[src/rtl/rtc_bus_sequencer_pkg.sv]
// Shared types and constants for the RTC bus sequencer.
// Latency: none (declarations only).
// Backpressure: not applicable.
package rtc_bus_pkg;

    // 3-bit state encoding, sequential along the access
    localparam logic [2:0] ENC_IDLE     = 3'd0;
    localparam logic [2:0] ENC_A_SETUP  = 3'd1;
    localparam logic [2:0] ENC_A_STROBE = 3'd2;
    localparam logic [2:0] ENC_A_HOLD   = 3'd3;
    localparam logic [2:0] ENC_D_SETUP  = 3'd4;
    localparam logic [2:0] ENC_D_STROBE = 3'd5;
    localparam logic [2:0] ENC_D_HOLD   = 3'd6;
    localparam logic [2:0] ENC_DONE     = 3'd7;

    typedef enum logic [2:0] {
        ST_IDLE     = ENC_IDLE,
        ST_A_SETUP  = ENC_A_SETUP,
        ST_A_STROBE = ENC_A_STROBE,
        ST_A_HOLD   = ENC_A_HOLD,
        ST_D_SETUP  = ENC_D_SETUP,
        ST_D_STROBE = ENC_D_STROBE,
        ST_D_HOLD   = ENC_D_HOLD,
        ST_DONE     = ENC_DONE
    } state_t;

    localparam logic RW_WRITE = 1'b1;
    localparam logic RW_READ  = 1'b0;

    // Registered bus/status outputs, decoded together
    typedef struct packed {
        logic busy;
        logic done;
        logic bus_oe;
        logic mux_sel;
        logic cs_n;
        logic ad_n;
        logic wr_n;
        logic rd_n;
    } bus_out_t;

    localparam bus_out_t BUS_IDLE = '{busy: 1'b0, done: 1'b0, bus_oe: 1'b0, mux_sel: 1'b0,
                                      cs_n: 1'b1, ad_n: 1'b1, wr_n: 1'b1, rd_n: 1'b1};

    // True for the six timed address/data phases
    function automatic logic is_phase(input state_t s);
        return !((s == ST_IDLE) || (s == ST_DONE));
    endfunction

endpackage

[src/rtl/rtc_bus_sequencer_if.sv]
// Request and pad-side signal bundle of the RTC bus sequencer.
// Latency: none (wires only).
// Backpressure: requests are only taken while the sequencer is idle (busy low).
interface rtc_bus_sequencer_if;
    logic       start_wr;
    logic       start_rd;
    logic [7:0] addr;
    logic [7:0] wdata;
    logic [7:0] ad_in;
    logic [7:0] mux_ch0;
    logic [7:0] mux_ch1;
    logic       mux_sel;
    logic       bus_oe;
    logic       cs_n;
    logic       ad_n;
    logic       wr_n;
    logic       rd_n;
    logic [7:0] rdata;
    logic       busy;
    logic       done;

    // Sequencer side
    modport slave (
        input  start_wr, start_rd, addr, wdata, ad_in,
        output mux_ch0, mux_ch1, mux_sel, bus_oe, cs_n, ad_n, wr_n, rd_n, rdata, busy, done
    );

    // Requestor / pad side
    modport master (
        output start_wr, start_rd, addr, wdata, ad_in,
        input  mux_ch0, mux_ch1, mux_sel, bus_oe, cs_n, ad_n, wr_n, rd_n, rdata, busy, done
    );
endinterface

[src/rtl/rtc_bus_sequencer_phase_timer.sv]
// Loadable down-counter timing one bus phase of PHASE_CYC cycles.
// Latency: phase_end high in the PHASE_CYC-th cycle after load.
// Backpressure: none; load always restarts the count.
module rtc_phase_timer #(
    parameter int PHASE_CYC = 4
) (
    input  logic clk,
    input  logic reset,
    input  logic load,
    output logic phase_end
);
    localparam int CW = $clog2(PHASE_CYC + 1);
    localparam logic [CW-1:0] RELOAD = CW'(PHASE_CYC);
    localparam logic [CW-1:0] ONE    = CW'(1);

    logic [CW-1:0] count_q;
    logic [CW-1:0] count_d;

    // Reload on phase entry, otherwise count down and park at 1
    always_comb begin
        count_d = count_q;
        if (load) begin
            count_d = RELOAD;
        end else if (count_q > ONE) begin
            count_d = count_q - ONE;
        end
    end

    // Counter register
    always_ff @(posedge clk or posedge reset) begin
        if (reset) begin
            count_q <= '0;
        end else begin
            count_q <= count_d;
        end
    end

    assign phase_end = (count_q == ONE) || (PHASE_CYC == 1);
endmodule

[src/rtl/rtc_bus_sequencer.sv]
// Sequences one multiplexed address/data access on the 8-bit RTC bus per request.
// Latency: done pulses 6*PHASE_CYC+1 cycles after the accepting edge; idle the cycle after.
// Backpressure: start_wr/start_rd are ignored while busy; no queuing.
module rtc_bus_sequencer
    import rtc_bus_pkg::*;
#(
    parameter int PHASE_CYC = 4
) (
    input  logic                 clk,
    input  logic                 reset,
    rtc_bus_sequencer_if.slave   bus
);
    state_t     state_q, state_d;
    logic       rw_q, rw_d;
    logic [7:0] addr_q, addr_d;
    logic [7:0] wdata_q, wdata_d;
    logic [7:0] rdata_q, rdata_d;
    bus_out_t   out_q, out_d;

    logic accept;
    logic load;
    logic phase_end;

    assign accept = (state_q == ST_IDLE) && (bus.start_wr || bus.start_rd);
    assign load   = accept || (is_phase(state_q) && phase_end);

    rtc_phase_timer #(.PHASE_CYC(PHASE_CYC)) u_timer (
        .clk       (clk),
        .reset     (reset),
        .load      (load),
        .phase_end (phase_end)
    );

    // Next state, request latches and read capture
    always_comb begin
        state_d = state_q;
        rw_d    = rw_q;
        addr_d  = addr_q;
        wdata_d = wdata_q;
        rdata_d = rdata_q;
        if (accept) begin
            rw_d    = bus.start_wr ? RW_WRITE : RW_READ;
            addr_d  = bus.addr;
            wdata_d = bus.wdata;
        end
        if ((state_q == ST_D_STROBE) && phase_end && (rw_q == RW_READ)) begin
            rdata_d = bus.ad_in;
        end
        case (state_q)
            ST_IDLE:     if (accept)    state_d = ST_A_SETUP;
            ST_A_SETUP:  if (phase_end) state_d = ST_A_STROBE;
            ST_A_STROBE: if (phase_end) state_d = ST_A_HOLD;
            ST_A_HOLD:   if (phase_end) state_d = ST_D_SETUP;
            ST_D_SETUP:  if (phase_end) state_d = ST_D_STROBE;
            ST_D_STROBE: if (phase_end) state_d = ST_D_HOLD;
            ST_D_HOLD:   if (phase_end) state_d = ST_DONE;
            ST_DONE:                    state_d = ST_IDLE;
            default:                    state_d = ST_IDLE;
        endcase
    end

    // Output decode from the next state so registered outputs line up with state_q
    always_comb begin
        out_d = BUS_IDLE;
        case (state_d)
            ST_A_SETUP, ST_A_HOLD: begin
                out_d.busy   = 1'b1;
                out_d.ad_n   = 1'b0;
                out_d.bus_oe = 1'b1;
            end
            ST_A_STROBE: begin
                out_d.busy   = 1'b1;
                out_d.ad_n   = 1'b0;
                out_d.bus_oe = 1'b1;
                out_d.cs_n   = 1'b0;
                out_d.wr_n   = 1'b0;
            end
            ST_D_SETUP, ST_D_HOLD: begin
                out_d.busy    = 1'b1;
                out_d.mux_sel = 1'b1;
                out_d.bus_oe  = (rw_d == RW_WRITE);
            end
            ST_D_STROBE: begin
                out_d.busy    = 1'b1;
                out_d.mux_sel = 1'b1;
                out_d.bus_oe  = (rw_d == RW_WRITE);
                out_d.cs_n    = 1'b0;
                out_d.wr_n    = (rw_d != RW_WRITE);
                out_d.rd_n    = (rw_d != RW_READ);
            end
            ST_DONE: begin
                out_d.busy    = 1'b1;
                out_d.done    = 1'b1;
                out_d.mux_sel = out_q.mux_sel;
            end
            default: ;
        endcase
    end

    // State, latches and output registers; reset aborts any access
    always_ff @(posedge clk or posedge reset) begin
        if (reset) begin
            state_q <= ST_IDLE;
            rw_q    <= RW_READ;
            addr_q  <= '0;
            wdata_q <= '0;
            rdata_q <= '0;
            out_q   <= BUS_IDLE;
        end else begin
            state_q <= state_d;
            rw_q    <= rw_d;
            addr_q  <= addr_d;
            wdata_q <= wdata_d;
            rdata_q <= rdata_d;
            out_q   <= out_d;
        end
    end

    assign bus.mux_ch0 = addr_q;
    assign bus.mux_ch1 = wdata_q;
    assign bus.rdata   = rdata_q;
    assign bus.busy    = out_q.busy;
    assign bus.done    = out_q.done;
    assign bus.bus_oe  = out_q.bus_oe;
    assign bus.mux_sel = out_q.mux_sel;
    assign bus.cs_n    = out_q.cs_n;
    assign bus.ad_n    = out_q.ad_n;
    assign bus.wr_n    = out_q.wr_n;
    assign bus.rd_n    = out_q.rd_n;
endmodule

[src/flat_wrapper.sv]
// flat-port wrapper written by rule: the top's interface ports become plain ports
module rtc_bus_sequencer_flat import rtc_bus_pkg::*;
#(
    parameter int PHASE_CYC = 4
)
  (clk, reset, bus_start_wr, bus_start_rd, bus_addr, bus_wdata, bus_ad_in, bus_mux_ch0, bus_mux_ch1, bus_mux_sel, bus_bus_oe, bus_cs_n, bus_ad_n, bus_wr_n, bus_rd_n, bus_rdata, bus_busy, bus_done);
  rtc_bus_sequencer_if bus_i ();
  input  logic clk;
  input  logic reset;
  input wire logic [$bits(bus_i.start_wr)-1:0] bus_start_wr;
  input wire logic [$bits(bus_i.start_rd)-1:0] bus_start_rd;
  input wire logic [$bits(bus_i.addr)-1:0] bus_addr;
  input wire logic [$bits(bus_i.wdata)-1:0] bus_wdata;
  input wire logic [$bits(bus_i.ad_in)-1:0] bus_ad_in;
  output wire logic [$bits(bus_i.mux_ch0)-1:0] bus_mux_ch0;
  output wire logic [$bits(bus_i.mux_ch1)-1:0] bus_mux_ch1;
  output wire logic [$bits(bus_i.mux_sel)-1:0] bus_mux_sel;
  output wire logic [$bits(bus_i.bus_oe)-1:0] bus_bus_oe;
  output wire logic [$bits(bus_i.cs_n)-1:0] bus_cs_n;
  output wire logic [$bits(bus_i.ad_n)-1:0] bus_ad_n;
  output wire logic [$bits(bus_i.wr_n)-1:0] bus_wr_n;
  output wire logic [$bits(bus_i.rd_n)-1:0] bus_rd_n;
  output wire logic [$bits(bus_i.rdata)-1:0] bus_rdata;
  output wire logic [$bits(bus_i.busy)-1:0] bus_busy;
  output wire logic [$bits(bus_i.done)-1:0] bus_done;
  assign bus_i.start_wr = bus_start_wr;
  assign bus_i.start_rd = bus_start_rd;
  assign bus_i.addr = bus_addr;
  assign bus_i.wdata = bus_wdata;
  assign bus_i.ad_in = bus_ad_in;
  assign bus_mux_ch0 = bus_i.mux_ch0;
  assign bus_mux_ch1 = bus_i.mux_ch1;
  assign bus_mux_sel = bus_i.mux_sel;
  assign bus_bus_oe = bus_i.bus_oe;
  assign bus_cs_n = bus_i.cs_n;
  assign bus_ad_n = bus_i.ad_n;
  assign bus_wr_n = bus_i.wr_n;
  assign bus_rd_n = bus_i.rd_n;
  assign bus_rdata = bus_i.rdata;
  assign bus_busy = bus_i.busy;
  assign bus_done = bus_i.done;
  rtc_bus_sequencer #(.PHASE_CYC(PHASE_CYC)) u_core (.clk(clk), .reset(reset), .bus(bus_i));
endmodule
[config.mk]
export PLATFORM = sky130hd
export DESIGN_NAME = rtc_bus_sequencer_flat
export DESIGN_NICKNAME = d
export VERILOG_FILES = /design/src/rtl/rtc_bus_sequencer_pkg.sv /design/src/rtl/rtc_bus_sequencer_if.sv /design/src/rtl/rtc_bus_sequencer_phase_timer.sv /design/src/rtl/rtc_bus_sequencer.sv /design/src/flat_wrapper.sv
export SDC_FILE = /design/constraint.sdc
export NUM_CORES = 1
export LEC_CHECK = 0
export ABC_CLOCK_PERIOD_IN_PS = 2600
export CAP_MARGIN = 20
export CORE_UTILIZATION = 47
export CTS_BUF_LIST = sky130_fd_sc_hd__clkbuf_4
export CTS_CLUSTER_DIAMETER = 30
export CTS_CLUSTER_SIZE = 28
export DETAILED_ROUTE_END_ITERATION = 7
export PLACE_DENSITY_LB_ADDON = 0.1
export SLEW_MARGIN = 25
export SYNTH_ARGS = -nofsm -noshare
export SYNTH_HDL_FRONTEND = slang
export SYNTH_HIERARCHICAL = 1
export SYNTH_SLANG_ARGS = --single-unit
[constraint.sdc]
create_clock -name clk -period 2.6 [get_ports clk]
set_clock_uncertainty 0.05 [all_clocks]
set_input_delay 0.52 -clock clk [delete_from_list [all_inputs] [get_ports clk]]
set_output_delay 0.52 -clock clk [all_outputs]
set_load 0.005 [all_outputs]
# Word-level counts from Yosys, hierarchy flattened

Cells that the tools add are included.

Latch bits: 0
Logic and storage cells: 67
Bits in read-only memories: 0
Memories: 0
RAM bits: 0
Output and inout bits: 32
Register bits: 39

Bitwise operators: 2
Reductions and logical operators: 14
Eq/ne operators: 15
Divide/modulo/power cells: 0
$lt $le $gt $ge: 1
$add $sub $neg: 1
Multiply operators: 0
Multiplexer cells: 20
Shift-type cells: 0

Operators with widths:

| cell                | count |
|---|---|
| $mux 3              | 9 |
| $eq 3x3->1 const B  | 8 |
| $pmux 3 s8          | 1 |
| $eq 3x2->1 const B  | 4 |
| $eq 3x1->1 const B  | 3 |
| $mux 1              | 7 |
| $reduce_or 7->1     | 1 |
| $pmux 1 s2          | 3 |
| $reduce_or 3->1     | 2 |
| $logic_and 1x1->1   | 4 |
| $gt 3x1->1 const B  | 1 |
| $logic_not 3->1     | 1 |
| $logic_or 1x1->1    | 3 |
| $sub 3x1->3 const B | 1 |
| $not 1->1           | 2 |
| $reduce_bool 2->1   | 1 |
| $reduce_or 2->1     | 1 |
| $logic_not 1->1     | 1 |

# Depth between registers and ports, before layout

Gate-level depths: netlist of the first run.

Depth after elaboration: 7
Mapped depth: 8

# Modules after synthesis

The synthesis of the first run kept the hierarchy.

Modules (own cells, without submodules):

| module            | area an instance (um2) | instances | cells each |
|---|---|---|---|
| rtc_bus_sequencer | 1,575.3                | 1         | 115 |
| rtc_phase_timer   | 207.7                  | 1         | 20 |

# Worst setup path after synthesis of the first run

OpenSTA, ideal clock, no wires.

Path type: register -> register
Start point: register u_core.u_timer.count_q[1]
End point: register u_core.u_timer.count_q[2]
Data required time: 2,484 ps
Arrival: 1,745 ps
Cell stages (with the launch flop): 9
Setup slack: 739 ps
Path through: dfrtp_1 > inv_1 > ha_1 > nand2b_4 > inv_1 > clkbuf_1 > nand2_1 > a211oi_1 > a211o_1

Longest elaborated chain between the ends: 4
Elaborated cells on any way between the ends: 8
Classes of those cells: add/sub (1); order compare (1); eq/ne (1); mux (2); reduce/logical (3)

Ends and longest elaborated chain:

| item                                               | RTL line                            | RTL |
|---|---|---|
| start: declaration                                 | rtc_bus_sequencer_phase_timer.sv:16 | `logic [CW-1:0] count_q;` |
| start signal: assignment                           | rtc_bus_sequencer_phase_timer.sv:34 | `count_q <= count_d;` |
| $eq 3x1->1 (*)                                     | rtc_bus_sequencer_phase_timer.sv:38 | `assign phase_end = (count_q == ONE) \|\| (PHASE_CYC == 1);` |
| named net u_core.phase_end                         | rtc_bus_sequencer.sv:22             | `logic phase_end;` |
| $logic_and 1x1->1 (*)                              | rtc_bus_sequencer.sv:25             | `assign load = accept \|\| (is_phase(state_q) && phase_end);` |
| $logic_or 1x1->1 (*)                               | rtc_bus_sequencer.sv:25             |  |
| named net u_core.load                              | rtc_bus_sequencer.sv:21             | `logic load;` |
| $mux 3 / $reduce_bool 2->1 (equally long branches) | --                                  |  |

Mark *: on every way through the listed nets, which the timed path passes. The rest lies on a longest branch. The select of a mux whose other input is x is not followed.
A chain may end at the register's enable or synchronous reset.

# Final worst setup path of the first run

Start point: register u_core.u_timer.count_q[1]
End point: register u_core.rdata_q[3], in the netlist u_core/bus.rdata[3]

Longest elaborated chain between the ends: 3

Ends and longest elaborated chain:

| item                           | RTL line                            | RTL |
|---|---|---|
| $eq 3x1->1                     | rtc_bus_sequencer_phase_timer.sv:38 |  |
| named net u_core.phase_end     | rtc_bus_sequencer.sv:22             |  |
| $logic_and 1x1->1 (2 in a row) | rtc_bus_sequencer.sv:46             | `if ((state_q == ST_D_STROBE) && phase_end && (rw_q == RW_READ)) begin` |
| end signal: assignment         | rtc_bus_sequencer.sv:114            | `rdata_q <= rdata_d;` |
| end: declaration               | rtc_bus_sequencer.sv:17             | `logic [7:0] rdata_q, rdata_d;` |

The timed path passes the listed nets, and every way through them passes these cells.

==> results of run 1 <==
[cell families after synthesis]
kind of cell	after synthesis	synth area share
compound gates	16	0.0709
flops	39	0.550
simple gates	38	0.131
mux	24	0.173
fa+ha+maj	2	0.0140
xor+xnor	2	0.00983
buf+inv	14	0.0512
[where the power goes]
part	switching, mW	internal [mW]
Combinational	0.430	0.798
Clock	0.179	0.112
Sequential	0.237	0.868
[area by class of cell]
| cell class | count | area, um^2 |
|---|---|---|
| clock buffers | 6 | 45.0 |
| clock inverters | 2 | 8.76 |
| fillers | 281 | 1220 |
| inverters | 5 | 18.8 |
| multi-input cells | 82 | 711 |
| flip-flops and latches | 39 | 981 |
| well taps | 48 | 60.1 |
| repair buffers | 63 | 621 |
[flip-flops by register name, summed over array words and instances, names as in the netlist]
| signal | count |
|---|---|
| u_core/bus.mux_ch0 | 8 |
| u_core/bus.mux_ch1 | 8 |
| u_core/bus.rdata | 8 |
| u_core/state_q | 3 |
| u_core/u_timer/count_q | 3 |
| u_core/bus.ad_n | 1 |
| u_core/bus.bus_oe | 1 |
| u_core/bus.busy | 1 |
| u_core/bus.cs_n | 1 |
| u_core/bus.done | 1 |
| u_core/bus.mux_sel | 1 |
| u_core/bus.rd_n | 1 |
| u_core/bus.wr_n | 1 |
| u_core/rw_q | 1 |
[worst max-delay path, delay by kind of cell, from the launching register on]
| family | cells | cell delay (ns) |
|---|---|---|
| flops | 1 | 0.41 |
| fa+ha+maj | 1 | 0.25 |
| simple gates | 3 | 0.63 |
| mux | 1 | 0.39 |
| buf+inv | 2 | 0.18 |
[cells in the mapped netlist, types with 3 or more instances]
cell and number:
nand2b_1 3, inv_1 5, nand2_1 7, nor3_1 3, dfstp_2 4, nor3b_1 3, mux2_4 10, nor2_1 10
clkbuf_1 4, mux2_2 14, dfrtp_1 35, o21ai_0 3
[worst min-delay path by stage]
stage,start,endpoint,slack [ns]
5_1_grt,reset,u_core/u_timer/count_q[2],0.34
3_3_place_gp,u_core/bus.rdata[5],u_core/bus.rdata[5],0.44
4_1_cts,reset,u_core/u_timer/count_q[2],0.32
3_5_place_dp,u_core/bus.mux_ch1[2],u_core/bus.mux_ch1[2],0.44
6_report,reset,u_core/u_timer/count_q[2],0.34
2_1_floorplan,reset,u_core/u_timer/count_q[0],0.22
[through the flow]
step | power, mW | setup slack, ns | hold slack (ns)
global route | 2.79 | 0.440 | 0.341
CTS | 2.64 | 0.575 | 0.318
detailed placement | 2.34 | 0.480 | 0.443
global placement | 2.29 | 0.553 | 0.439
floorplan | 1.83 | 0.739 | 0.224
finish | 2.62 | 0.576 | 0.336
[layer usage]
| layer | up-vias | part of all wire |
|---|---|---|
| met5 | - | 0 |
| met4 | 0 | 0.014 |
| met3 | 6 | 0.060 |
| met2 | 68 | 0.48 |
| met1 | 622 | 0.45 |
| li1 | 590 | - |
==> results.cfg, run 1 <==
[finish]
final_area_um2 = 2440
area_growth_pct = 37.1
final_common_cell = clkdlybuf4s50_1
diodes = 0
final_cells = 245
drive_gt1_frac = 0.223
final_util = 0.668
nets = 226
final_cell_mix = 59 x clkdlybuf4s50_1, 35 x dfrtp_1, 14 x mux2_2

[place]
port_buffers = 59
placed_area_um2 = 2390
hpwl_mm = 2.43
place.gp.congestion = 0.823
dpl.cell_count = 237

[die]
io_pins = 60
fp.dieArea_um2 = 4040
die_h_um = 63.6
die_w_um = 63.6
initial_core_util = 0.487
core_area_um2 = 3660
num_rows = 22

[clocking]
cts.root.buffer_cell = clkbuf_4
cts_buffers = 5
cts_hold_buf = 0
worstSkewPairLatency_ns = 0.33
cts_setup_buffers = 0
cts_tree = done
htree_levels = 2
ctsLongestPathBuffers = 2
cts.sinks = 39
path_clk_slew_ns = 0.10
cts_resized = 0

[detailed_routing]
via_count = 1286
wl_per_cell_um = 14.3
vias_per_cell = 5.25
drc = 0
drt_iter0_drc = 68
postRouteWirelength_mm = 3.50
ant_nets = 0
first_pass_iters = 4

[worst_setup_path]
critPathLaunch = u_core/u_timer/count_q[1]
crit_arrival_ns = 2.19
crit_path_start_kind = register
timing.critical_path.to = u_core/bus.rdata[3]
critical_path_class = register to register
critical_path.slowest_cell = dfrtp_1
path_max_fanout = 8
reg2reg_slack_ns = 0.58
worstReg2RegEnd = u_core/bus.rdata[3]
r2r_cells = 7
worstSetupEndpointType = register
critPathMaxStageDelay_ns = 0.41
cpMostUsedCell = inv_1
worstPathCellList = inv_1 > ha_1 > nand2b_4 > inv_1 > nand2_1 > nor3_4 > mux2_2
r2r_start = u_core/u_timer/count_q[1]
required_ns = 2.77

[synthesis]
synth_cells = 135
synth.distinct_cells = 37
synth_area_leaders = dfrtp_1 49%, mux2_2 8.8%, mux2_4 8.4%, dfstp_2 5.9%, nor2_1 2.1%
ys.flop_type = dfrtp_1
synth_fp_nets = 165
synthArstFlopShare = 1.00
syn_area_um2 = 1780
synth-seq-cells = 39
synth_warnings = 6
syn_avg_cell_area_um2 = 13.2
yosysTopAreaCell = dfrtp_1
yosysTopAreaCellShare = 0.491
synth_edf_count = 0
ys_seq_area_frac = 0.550

[sta]
setup_viol = 0
finalHoldViolations = 0
fin_crit_sh = 0.778
finalMaxSlewViolations = 0
rsz0062_at_grt = false
worst_slew_pin_slew_ns = 0.601
fmax_ghz = 0.494
timing.setup.tns_ns = 0
max_slew_margin = 0.600
period_minus_slack_ns = 2.02

[grt]
grt_overflow = 0
grt_pass1_wl_mm = 5.57
grt_util_all_layers = 0.185
grt_most_used_layer = met2
grt_start_max_net_pins = 37
use_met3 = 0.0435
grtUsageMet1 = 0.229
grt_pass1_vias = 1200
use_met2 = 0.298
antenna_found_initial = 0

[power_and_ir_drop]
vdd_drop_max_v = 0.000554
p_per_area_nw_per_um2 = 1070
p_leak_nw = 1.05

[run_status]
status = finished, final reports clean

[run]
maxCapViolations = 0

[min_path]
hp-class = input port to asynchronous set/reset pin
Note: power is estimated with default switching activity, not from simulation.
==> inputs of run 2 (changes only) <==
--- a/config.mk
+++ b/config.mk
@@ -5,7 +5,7 @@
 export SDC_FILE = /design/constraint.sdc
 export NUM_CORES = 1
 export LEC_CHECK = 0
-export ABC_CLOCK_PERIOD_IN_PS = 2600
+export ABC_CLOCK_PERIOD_IN_PS = 1920
 export CAP_MARGIN = 20
 export CORE_UTILIZATION = 47
 export CTS_BUF_LIST = sky130_fd_sc_hd__clkbuf_4
==> constraint.sdc (replaced) <==
create_clock -name clk -period 1.92 [get_ports clk]
set_clock_uncertainty 0.05 [all_clocks]
set_input_delay 0.384 -clock clk [delete_from_list [all_inputs] [get_ports clk]]
set_output_delay 0.384 -clock clk [all_outputs]
set_load 0.005 [all_outputs]
==> run 2 against run 1 <==
  * Count of clock-buffer cells in the layout down 1
  * Non-clock buffer count rose by 7
  * Flip-flop and latch count unchanged
  * Sequential share of layout area down 1.9 points
  * Utilization grew 3.3 points
  * Global-route usage grew 0.95 points
  * Critical path depth fell by 6
  * Power increased by 44%
  * Clock power is 77% higher
  * First-iteration DRC count down 28%
  * Sequential power increased by 28%
  * Die area stayed put
==> results.cfg, run 2 (synthesized netlist as in run 1, its figures left out) <==
[detailed_routing]
vias_per_cell = 5.10
first_pass_iters = 4
drt_iter0_drc = 49
wl_per_cell_um = 13.6
via_count = 1286
ant_nets = 0
postRouteWirelength_mm = 3.43
drc = 0

[die]
initial_core_util = 0.487
die_w_um = 63.6
num_rows = 22
io_pins = 60
core_area_um2 = 3660
fp.dieArea_um2 = 4040
die_h_um = 63.6

[sta]
fmax_ghz = 0.557
worst_slew_pin_slew_ns = 0.438
period_minus_slack_ns = 1.80
rsz0062_at_grt = false
finalHoldViolations = 0
max_slew_margin = 0.708
fin_ws_ns = 0.125
finalMaxSlewViolations = 0
setup_viol = 0
fin_crit_sh = 0.935

[place]
place.gp.congestion = 0.823
hpwl_mm = 2.54
port_buffers = 59
placed_area_um2 = 2450
place_ws_ns = -0.0320

[run]
maxCapViolations = 0

[grt]
grt_overflow = 0
grt_pass1_wl_mm = 6.08
antenna_found_initial = 0
grt_start_max_net_pins = 37
grt_pass1_vias = 1333
grt_util_all_layers = 0.195

[run_status]
status = finished, final reports clean

[finish]
final_area_um2 = 2560
drive_gt1_frac = 0.265
final_common_cell = clkdlybuf4s50_1
diodes = 0
fillers = 271
nets = 233
area_growth_pct = 43.9
final_cell_mix = 59 x clkdlybuf4s50_1, 35 x dfrtp_1, 14 x mux2_2

[worst_setup_path]
critical_path_class = register to primary output
r2r_start = u_core/u_timer/count_q[1]
path_max_fanout = 1
required_ns = 1.49
critPathLaunch = u_core/bus.ad_n
r2r_cells = 9
cp.depth = 1
worstSetupEndpointType = primary output
cp_top_family = flip-flops
crit_path_start_kind = register
critical_path.slowest_cell = dfstp_2
crit_arrival_ns = 1.36
crit_buf_inv = 1
critPathMaxStageDelay_ns = 0.53
worstPathCellList = clkdlybuf4s50_1

[clocking]
htree_levels = 2
worstSkewPairLatency_ns = 0.33
cts_hold_buf = 0
cts_buffers = 5
ctsLongestPathBuffers = 2
cts_tree = done
path_clk_slew_ns = 0.10
cts.root.buffer_cell = clkbuf_4
cts.sinks = 39

[power_and_ir_drop]
p_per_area_nw_per_um2 = 1470
p_leak_nw = 1.10
vdd_drop_max_v = 0.000842

[min_path]
hp-class = input port to asynchronous set/reset pin
run 2: changes by cell type in the layout (fill, tap and decap cells not counted):
cell       delta
a211oi_2      +1
buf_12        +2
ha_4          +1
buf_4         +5
bufinv_16     +1
a211oi_1      -1
nand2_1       -1
clkbuf_4      -1
ha_1          -1
nand2_2       +1
run 2: repair_timing:
item / 4_1_cts / 5_1_grt
pin swaps: 1 / 1
setup endpoints to repair: 8 / 9
setup buffers: 1 / 0
resized for setup: 1 / 3
hold endpoints to repair: 0 / 0
run 2: worst paths after layout:
kind / to / slack (ns)
min in group clk: u_core/bus.mux_ch0[3] / 0.46
worst min register to register: u_core/bus.mux_ch0[3] / 0.46
worst min-delay path: u_core/u_timer/count_q[1] / 0.19
worst max register to register: u_core/u_timer/count_q[2] / 0.15
worst max-delay path: bus_ad_n / 0.12
max in group asynchronous: u_core/bus.ad_n / 1.05
run 2: worst register-to-register path, cell delays in order (launching register included):
cell and delay (ns):
dfrtp_1 0.40, inv_1 0.10, ha_4 0.18, nand2b_4 0.08, inv_1 0.07, buf_4 0.18, nor2_1 0.19, a211oi_2 0.05
buf_4 0.15, a211o_1 0.22
run 2: per-layer routing:
layer	up-vias	routed length [um]	global-route usage
met1	634	1500	0.238
met3	5	139	0.0399
met5	-	0	0
met2	43	1740	0.330
met4	0	55	0.0852
li1	604	-	-
run 2: metrics by stage:
stage               instances   util  power (mW)  hold slack [ns]  TNS, ns
floorplan                 135      -        2.47           0.0876        0
global placement          243  0.669        3.17            0.439        0
finish                    252  0.701        3.78            0.189        0
detailed placement        243  0.669        3.25            0.444   -0.191
CTS                       252  0.696        3.80            0.176        0
global route              252  0.701        4.04            0.174        0
run 2: cell type report:
type	count	area [um^2]	area share
Sequential cell	39	981	0.382
Multi-Input combinational cell	82	731	0.285
Timing Repair Buffer	70	698	0.272
Tap cell	48	60.1	0.0234
Clock inverter	3	38.8	0.0151
Clock buffer	5	37.5	0.0146
Inverter	5	18.8	0.00732
run 2: power by group:
group          total, mW  switching [mW]  internal [mW]  leakage (nW)
clock network      0.515           0.247          0.268        0.0426
logic               1.85           0.674           1.18         0.605
registers           1.42           0.238           1.18         0.455
